File: src/rtl/sa_pkg.sv
// sa_pkg: shared state encoding, default geometry and drain length for the tile sequencer
package sa_pkg;
    typedef enum logic [2:0] {IDLE, LOAD, SWAP, STREAM, DRAIN, DONE} state_e;
    localparam int ROWS_DEF  = 8;
    localparam int COLS_DEF  = 8;
    localparam int CNT_W_DEF = 8;
    localparam int DRAIN_LEN = ROWS_DEF + COLS_DEF - 1;
    function automatic int drain_len(input int rows, input int cols);
        return rows + cols - 1;
    endfunction
endpackage

File: src/rtl/sa_valid_pipe.sv
// sa_valid_pipe: enabled shift register tracking fired vectors; one tap per bottom-row column
module sa_valid_pipe
    import sa_pkg::*;
#(
    parameter int ROWS = ROWS_DEF,
    parameter int COLS = COLS_DEF
) (
    input  logic            CLK,
    input  logic            RESET,
    input  logic            en,
    input  logic            din,
    output logic [COLS-1:0] taps
);
    localparam int D = ROWS + COLS - 1;
    logic [D-1:0] sr_q, sr_d;
    // shift only on enabled cycles so the pipe freezes together with the array
    always_comb sr_d = en ? {sr_q[D-2:0], din} : sr_q;
    // shift register state
    always_ff @(posedge CLK or negedge RESET) begin
        if (!RESET) sr_q <= '0;
        else sr_q <= sr_d;
    end
    assign taps = sr_q[D-1:ROWS-1];
endmodule

File: src/rtl/sa_tile_sequencer.sv
// sa_tile_sequencer: load -> swap -> stream -> drain sequencer for one weight-stationary PE grid.
// Optional macro SA_WEIGHT_PREFETCH_EN: accept the next command mid-tile and load its weights
// into the shadow bank while the current tile streams/drains, then go straight to SWAP.
module sa_tile_sequencer
    import sa_pkg::*;
#(
    parameter int ROWS  = ROWS_DEF,
    parameter int COLS  = COLS_DEF,
    parameter int CNT_W = CNT_W_DEF
) (
    input  logic                    CLK,
    input  logic                    RESET,
    input  logic                    cmd_valid,
    output logic                    cmd_ready,
    input  logic [CNT_W-1:0]        cmd_len,
    output logic                    w_rd_en,
    output logic [$clog2(ROWS)-1:0] w_row_idx,
    input  logic                    act_valid,
    output logic                    act_rd_en,
    output logic                    EN,
    output logic                    SELECTOR,
    output logic                    W_EN,
    output logic [COLS-1:0]         col_valid,
    output logic                    busy,
    output logic                    done
);
    localparam int RW = $clog2(ROWS);
    localparam int DL = drain_len(ROWS, COLS);
    localparam int DW = $clog2(ROWS + COLS);
    state_e state_q, state_d;
    logic [CNT_W-1:0] len_q, len_d, fire_q, fire_d;
    logic [RW-1:0] row_q, row_d;
    logic [DW-1:0] drn_q, drn_d;
    logic sel_q, sel_d, drn_last;
    logic [COLS-1:0] taps;
`ifdef SA_WEIGHT_PREFETCH_EN
    localparam int PW = $clog2(ROWS + 1);
    logic pend_q, pend_d, pfd_q, pfd_d, acc;
    logic [CNT_W-1:0] plen_q, plen_d;
    logic [PW-1:0] pleft_q, pleft_d;
`endif
    assign drn_last = drn_q == DW'(DL - 1);
    assign SELECTOR = sel_q;
    // next state, counters and array control; outputs default low each cycle
    always_comb begin
        state_d = state_q;
        len_d = len_q;
        row_d = row_q;
        fire_d = fire_q;
        drn_d = drn_q;
        sel_d = sel_q;
        cmd_ready = 1'b0;
        w_rd_en = 1'b0;
        w_row_idx = '0;
        act_rd_en = 1'b0;
        EN = 1'b0;
        W_EN = 1'b0;
        busy = 1'b1;
        done = 1'b0;
        case (state_q)
            IDLE: begin
                busy = 1'b0;
                cmd_ready = RESET;
                if (cmd_valid) begin
                    len_d = cmd_len;
                    row_d = RW'(ROWS - 1);
                    state_d = LOAD;
                end
            end
            LOAD: begin
                EN = 1'b1;
                W_EN = 1'b1;
                w_rd_en = 1'b1;
                w_row_idx = row_q;
                row_d = row_q - 1'b1;
                if (row_q == '0) begin
                    state_d = SWAP;
                    sel_d = ~sel_q;
                end
            end
            SWAP: begin
                EN = 1'b1;
                fire_d = '0;
                drn_d = '0;
                state_d = len_q == '0 ? DONE : STREAM;
            end
            STREAM: begin
                act_rd_en = act_valid;
                EN = act_valid;
                if (act_valid) begin
                    fire_d = fire_q + 1'b1;
                    if (fire_d == len_q) state_d = DRAIN;
                end
            end
            DRAIN: begin
                EN = 1'b1;
                if (!drn_last) drn_d = drn_q + 1'b1;
                if (drn_last) state_d = DONE;
            end
            DONE: begin
                busy = 1'b0;
                done = 1'b1;
                state_d = IDLE;
            end
            default: state_d = IDLE;
        endcase
`ifdef SA_WEIGHT_PREFETCH_EN
        pend_d = pend_q;
        plen_d = plen_q;
        pleft_d = pleft_q;
        pfd_d = 1'b0;
        acc = 1'b0;
        if (state_q == STREAM || state_q == DRAIN) begin
            cmd_ready = !pend_q;
            acc = cmd_valid && !pend_q;
            if (acc) begin
                pend_d = 1'b1;
                plen_d = cmd_len;
                pleft_d = PW'(ROWS);
            end
            if (pend_q && pleft_q != '0 && EN) begin
                W_EN = 1'b1;
                w_rd_en = 1'b1;
                w_row_idx = RW'(pleft_q - 1'b1);
                pleft_d = pleft_q - 1'b1;
            end
        end
        if (state_q == SWAP && pfd_q) done = 1'b1;
        if (state_q == DRAIN && drn_last && (pend_q || acc)) begin
            state_d = DRAIN;
            if (pend_q && pleft_q <= PW'(1)) begin
                state_d = SWAP;
                sel_d = ~sel_q;
                len_d = plen_q;
                pend_d = 1'b0;
                pfd_d = 1'b1;
            end
        end
`endif
    end
    // sequencer state registers; SELECTOR survives IDLE and only clears on reset
    always_ff @(posedge CLK or negedge RESET) begin
        if (!RESET) begin
            state_q <= IDLE;
            len_q <= '0;
            row_q <= '0;
            fire_q <= '0;
            drn_q <= '0;
            sel_q <= 1'b0;
        end else begin
            state_q <= state_d;
            len_q <= len_d;
            row_q <= row_d;
            fire_q <= fire_d;
            drn_q <= drn_d;
            sel_q <= sel_d;
        end
    end
`ifdef SA_WEIGHT_PREFETCH_EN
    // pending next-tile command and its shadow-bank load progress
    always_ff @(posedge CLK or negedge RESET) begin
        if (!RESET) begin
            pend_q <= 1'b0;
            pfd_q <= 1'b0;
            plen_q <= '0;
            pleft_q <= '0;
        end else begin
            pend_q <= pend_d;
            pfd_q <= pfd_d;
            plen_q <= plen_d;
            pleft_q <= pleft_d;
        end
    end
`endif
    sa_valid_pipe #(.ROWS(ROWS), .COLS(COLS)) u_pipe (
        .CLK  (CLK),
        .RESET(RESET),
        .en   (EN),
        .din  (act_rd_en),
        .taps (taps)
    );
    assign col_valid = EN ? taps : '0;
endmodule

File: config.mk
export PLATFORM = sky130hd
export DESIGN_NAME = sa_tile_sequencer
export DESIGN_NICKNAME = d
export VERILOG_FILES = /design/src/rtl/sa_pkg.sv /design/src/rtl/sa_valid_pipe.sv /design/src/rtl/sa_tile_sequencer.sv
export SDC_FILE = /design/constraint.sdc
export NUM_CORES = 1
export LEC_CHECK = 0
export CORE_ASPECT_RATIO = 0.9
export CORE_MARGIN = 1
export CORE_UTILIZATION = 59
export DETAILED_ROUTE_END_ITERATION = 10
export GPL_ROUTABILITY_DRIVEN = 0
export HOLD_SLACK_MARGIN = 0.12
export PLACE_DENSITY = 0.9
export SLEW_MARGIN = 20
export SYNTH_ARGS = -nofsm -noshare
export SYNTH_HDL_FRONTEND = slang
export SYNTH_SLANG_ARGS = --single-unit
File: constraint.sdc
create_clock -name CLK -period 5.3 [get_ports CLK]
set_clock_uncertainty 0.05 [all_clocks]
set_input_delay 0.53 -clock CLK [delete_from_list [all_inputs] [get_ports CLK]]
set_output_delay 0.53 -clock CLK [all_outputs]
set_load 0.005 [all_outputs]
# [Yosys cells after proc, flatten, opt, wreduce, memory -nomap -nowiden]
# Index checks and enable logic that the tools add are counted.
[classes] mux=21 reduce_logical=14 addsub=3 n_eq_ne=13 bitwise=1
[op_table] operator="two-way mux 3 bit" count=8
[op_table] operator="two-way mux 8 bit" count=2
[op_table] operator="one-hot mux 8 bit (2 select lines)" count=1
[op_table] operator="one-hot mux 3 bit (5 select lines)" count=1
[op_table] operator="!= test 2 bit, second input constant" count=6
[op_table] operator="AND reduction 2 bit" count=5
[op_table] operator="adder 8 x 1 -> 8 bit, second input constant" count=1
[op_table] operator="== test 8 bit" count=1
[op_table] operator="logical NOT 8 bit" count=1
[op_table] operator="one-hot mux 4 bit (2 select lines)" count=1
[op_table] operator="== test 3 x 2 -> 1 bit, second input constant" count=2
[op_table] operator="== test 3 bit, second input constant" count=2
[op_table] operator="logical NOT 3 bit" count=2
[op_table] operator="one-hot mux 3 bit (2 select lines)" count=1
[op_table] operator="nonzero test 2 bit" count=3
[op_table] operator="two-way mux 1 bit" count=5
[op_table] operator="AND reduction 5 bit" count=1
[op_table] operator="adder 4 x 1 -> 4 bit, second input constant" count=1
[op_table] operator="== test 4 bit, second input constant" count=1
[op_table] operator="two-way mux 4 bit" count=1
[op_table] operator="== test 3 x 1 -> 1 bit, second input constant" count=1
[op_table] operator="OR reduction 3 bit" count=1
[op_table] operator="subtractor 3 x 1 -> 3 bit, second input constant" count=1
[op_table] operator="one-hot mux 1 bit (2 select lines)" count=1
[op_table] operator="2 further kinds" count=2
[totals] word_cells=59 input_bits=12 regBits=42

# [Depth between registers and ports, before layout]
[depth] ltp_word=5 mapped_depth=7 ltp_nobuf=7

# [Cells and area by module]
# Synthesis repeated with hierarchy kept, for this count alone.
[unflattened] cells_unflattened=222 area_unflattened_um2=2381.0
[by_module_without_submodules] mod="sa_tile_sequencer" cells_each=182 instances=1 area_per_inst_um2=1707.9
[by_module_without_submodules] mod="sa_valid_pipe" cells_each=40 instances=1 area_per_inst_um2=673.1

# [Worst setup path after synthesis]
# Ideal clock, no wire load.
[synth_path] path_kind="reg2out" from="reg state_q[0]" to="out col_valid[6]" t_required_ps=4720 setup_slack_ps=3375 arrival_time_ps=1345 stages_incl_launch_ff=7 path_buffers=2 cell_sequence="dfrtp_1 -> buf_6 -> or3_1 -> nand3_2 -> inv_2 -> buf_6 -> and2_1"
[synth_via] elab_chain_cells=4 elab_cells_between_ends=7 classes_between="eq/ne (4); mux (2); reduce/logical (1)"
[synth_rtl] item="start: declaration" line_no="sa_tile_sequencer.sv:30" source="state_e state_q, state_d;"
[synth_rtl] item="start signal: assignment" line_no="sa_tile_sequencer.sv:151" source="state_q <= state_d;"
[synth_rtl] item="== test 3 bit, or another cell as far along" line_no="sa_tile_sequencer.sv:60" source="case (state_q)"
[synth_rtl] item="OR reduction 3 bit (no line)"
[synth_rtl] item="one-hot mux 1 bit (2 select lines) *" line_no="sa_tile_sequencer.sv:60"
[synth_rtl] item="named net EN" line_no="sa_tile_sequencer.sv:20" source="output logic EN,"
[synth_rtl] item="two-way mux 8 bit *" line_no="sa_tile_sequencer.sv:182" source="assign col_valid = EN ? taps : '0;"
[synth_rtl] item="end: declaration" line_no="sa_tile_sequencer.sv:23" source="output logic [COLS-1:0] col_valid,"
# Mark *: on every way through the listed nets, which the timed path passes. The rest lies on a longest branch.

# [Final worst setup path]
[layout_path] from="reg state_q[0]" to="out col_valid[4]"
[layout_via] elab_chain_cells=4 elab_cells_between_ends=7 classes_between="eq/ne (4); mux (2); reduce/logical (1)"
[layout_rtl] item="== test 3 bit, or another cell as far along" line_no="sa_tile_sequencer.sv:60"
[layout_rtl] item="OR reduction 3 bit (no line)"
[layout_rtl] item="one-hot mux 1 bit (2 select lines) *" line_no="sa_tile_sequencer.sv:60"
[layout_rtl] item="two-way mux 8 bit *" line_no="sa_tile_sequencer.sv:182"
# Every way passes the cells marked *; elsewhere a longest branch is shown, timed or not.

==> impl_metrics.toml <==
[status]
status = "completed"

[setup_path]
slowest_stage = "dfrtp_1"
critPathMaxStageDelay_ns = 0.87
critPathKind = "flop to primary output"
end_kind = "primary output"
path_max_fanout = 27
crit_path_start_kind = "flop"
worstPathRequired_ns = 4.72
critPathArrivalTime_ns = 2.64
path_cells = "or3_1 > nand3_2 > inv_2 > and2_1 > clkdlybuf4s50_1"

[detailed_routing]
finalWirelength_mm = 4.374
dr.pass1.iters = 4
drt_iter0_drc = 94
num_vias = 1831
drcViolationCount = 0
wl_per_cell_um = 13.84
via_per_inst = 5.794
detail-route-antenna-nets = 0

[pwr]
combPwrFrac_pct = 43.1
p_leak_nw = 1.237
p_sw_share_pct = 37.67
power.switching_uw = 493.1
peakVddDrop_mv = 0.3222
p_total_mw = 1.309
seq_power_share_pct = 42.5
power.density_nw_per_um2 = 484.1
internal_power_uw = 815.7
clkPwrFrac_pct = 14.4

[layout]
fin_nets = 287
antenna_cells = 0
areaGrowthSynthToFinish_pct = 13.98
layout_common_cells = "dfrtp_1 (42), nand2_1 (38), clkdlybuf4s50_1 (29)"
final_core_util_pct = 71.46
fillCellCount = 292
layout_commonest_cell = "dfrtp_1"
drive_above_1_share_pct = 9.630

[synthesis]
syn_inst = 248
syn_area_per_cell_um2 = 9.566
synth-edff-count = 0
synth_area_um2 = 2372
synth_ff_type = "dfrtp_1"
synth_top_area_share_pct = 44.30
synth_cell_type_count = 49
synthTopCellsByArea = "dfrtp_1 (44%), nand2_1 (6.0%), mux2_2 (3.8%)"
syn_nets = 265
ys_ff_latch = 42
synth_top_area_cell = "dfrtp_1"
yosysWarnings = 0
synthArstFlopShare_pct = 100.0
ys_seq_area_share_pct = 44.30

[clock_network]
cts.sinks = 42
h-tree-depth = 2
clk-insertion-delay-late_ns = 0.29
cts_tree = "done"
post_cts_resize_count = 0
ctsHoldBuffers = 0
cts_root_buffer = "clkbuf_8"
cts_made_buffers = 5
cts.path.max_buffers = 2
cts.reportedPaths.clkPinSlew_ns = 0.07
post-cts-setup-buffers = 0

[die]
dieWidth_um = 68.84
start_util_pct = 62.70
design.core.area_um2 = 3784
die_area_um2 = 4279
placementRows = 21
die_y_um = 62.16
io_pins = 31

[global_routing]
grt_pass1_vias = 1719
gr-total-overflow = 0
grt_pass1_wl_mm = 7.610
antenna_found_initial = 0
grt_max_degree = 44
grtUsageTotal_pct = 23.60

[place]
io_buffers = 30
hpwl_mm = 3.114

[timing]
drv_slew = 0
fin_setup_tns_ns = 0
fmax_mhz = 310.6
timing.final.hold_violations = 0
maxSlewHeadroom_pct = 46.01
period_needed_ns = 3.219
setup_viol_count_final = 0
whs_ns = 0.2386
tightestPinTransition_ns = 0.8099
fin_crit_sh_pct = 60.74
rsz0062_at_grt = "no"

[min_path]
hold_class = "primary input to async pin"

[job]
maxCapViolations = 0
==> final timing paths <==
check                            from             end  slack, ns  cells past startpoint
hold reg to reg              SELECTOR        SELECTOR       0.42                      1
max in group asynchronous       RESET        drn_q[2]       4.59                      2
min in group CLK             SELECTOR        SELECTOR       0.42                      1
setup reg to reg           state_q[0]      state_q[1]       2.97                      5
setup / recovery           state_q[0]    col_valid[4]       2.08                      5
hold / removal                  RESET  u_pipe.sr_q[3]       0.24                      2
==> power groups by stage <==
stage | registers, mW | clock network [mW] | logic (mW)
6_report | 0.556 | 0.188 | 0.564
5_1_grt | 0.576 | 0.211 | 0.632
4_1_cts | 0.556 | 0.194 | 0.572
3_5_place_dp | 0.561 | 0 | 0.571
3_3_place_gp | 0.557 | 0 | 0.548
2_1_floorplan | 0.493 | 0 | 0.458
==> cell families (layout without fill, tap and decap cells) <==
kind of cell	after synthesis	in the layout	synth area share [%]
and+or+nand+nor	111	111	25.79
AOI/OAI and AO/OA	51	51	14.87
buffers and inverters	23	45	5.644
xor gates and xnor gates	8	8	2.953
DFF	42	42	44.30
muxes	8	8	3.798
adders and majority gates	5	5	2.637
==> cell usage after synthesis, types with 3 or more instances <==
library cell	n
a21o_1	8
a21oi_1	5
a31oi_1	8
and2_1	12
and3_1	7
buf_2	8
buf_6	4
dfrtp_1	42
ha_1	5
inv_1	6
mux2_2	8
nand2_1	38
nand2b_1	7
nand3_1	7
nand3_2	3
nor2_1	9
nor2b_1	4
nor3_1	4
nor4_1	5
o21ai_0	13
o41ai_1	3
or3_1	3
xnor2_1	4
xor2_1	4
==> metrics by stage <==
stage               cell area, µm²  setup slack, ns  std cells
finish                        2704            2.081        316
global route                  2704            1.829        316
CTS                           2704            2.060        316
detailed placement            2625            2.080        309
global placement              2625            2.130        309
floorplan                     2372            3.375        248
==> critical path: cells and delay by family, from the launching register on <==
family                 cells  cell delay [ns]
buffers and inverters      2             0.79
flip-flops                 1             0.87
AND/OR/NAND/NOR            3             0.68
==> per-layer routing <==
metal	vias up	share of wire (%)	GRT usage (%)
met3	7	3.1	4.963
met1	865	47	32.32
met5	-	0	0
met2	38	48	37.01
li1	921	-	-
met4	0	1.4	7.398
==> area by class of cell <==
type	instances	area, µm²	area share (%)
Sequential cell	42	1051	38.87
Clock inverter	2	10.01	0.3702
Multi-Input combinational cell	183	1187	43.91
Timing Repair Buffer	31	302.8	11.20
Clock buffer	5	68.82	2.545
Tap cell	46	57.56	2.129
Inverter	7	26.28	0.9718
==> state kept, by name (all words and copies together) (netlist names) <==
register and count:
row_q 3, state_q 3, fire_q 8, SELECTOR 1
drn_q 4, u_pipe.sr_q 15, len_q 8
No activity file was read; power rests on OpenSTA's default activity.
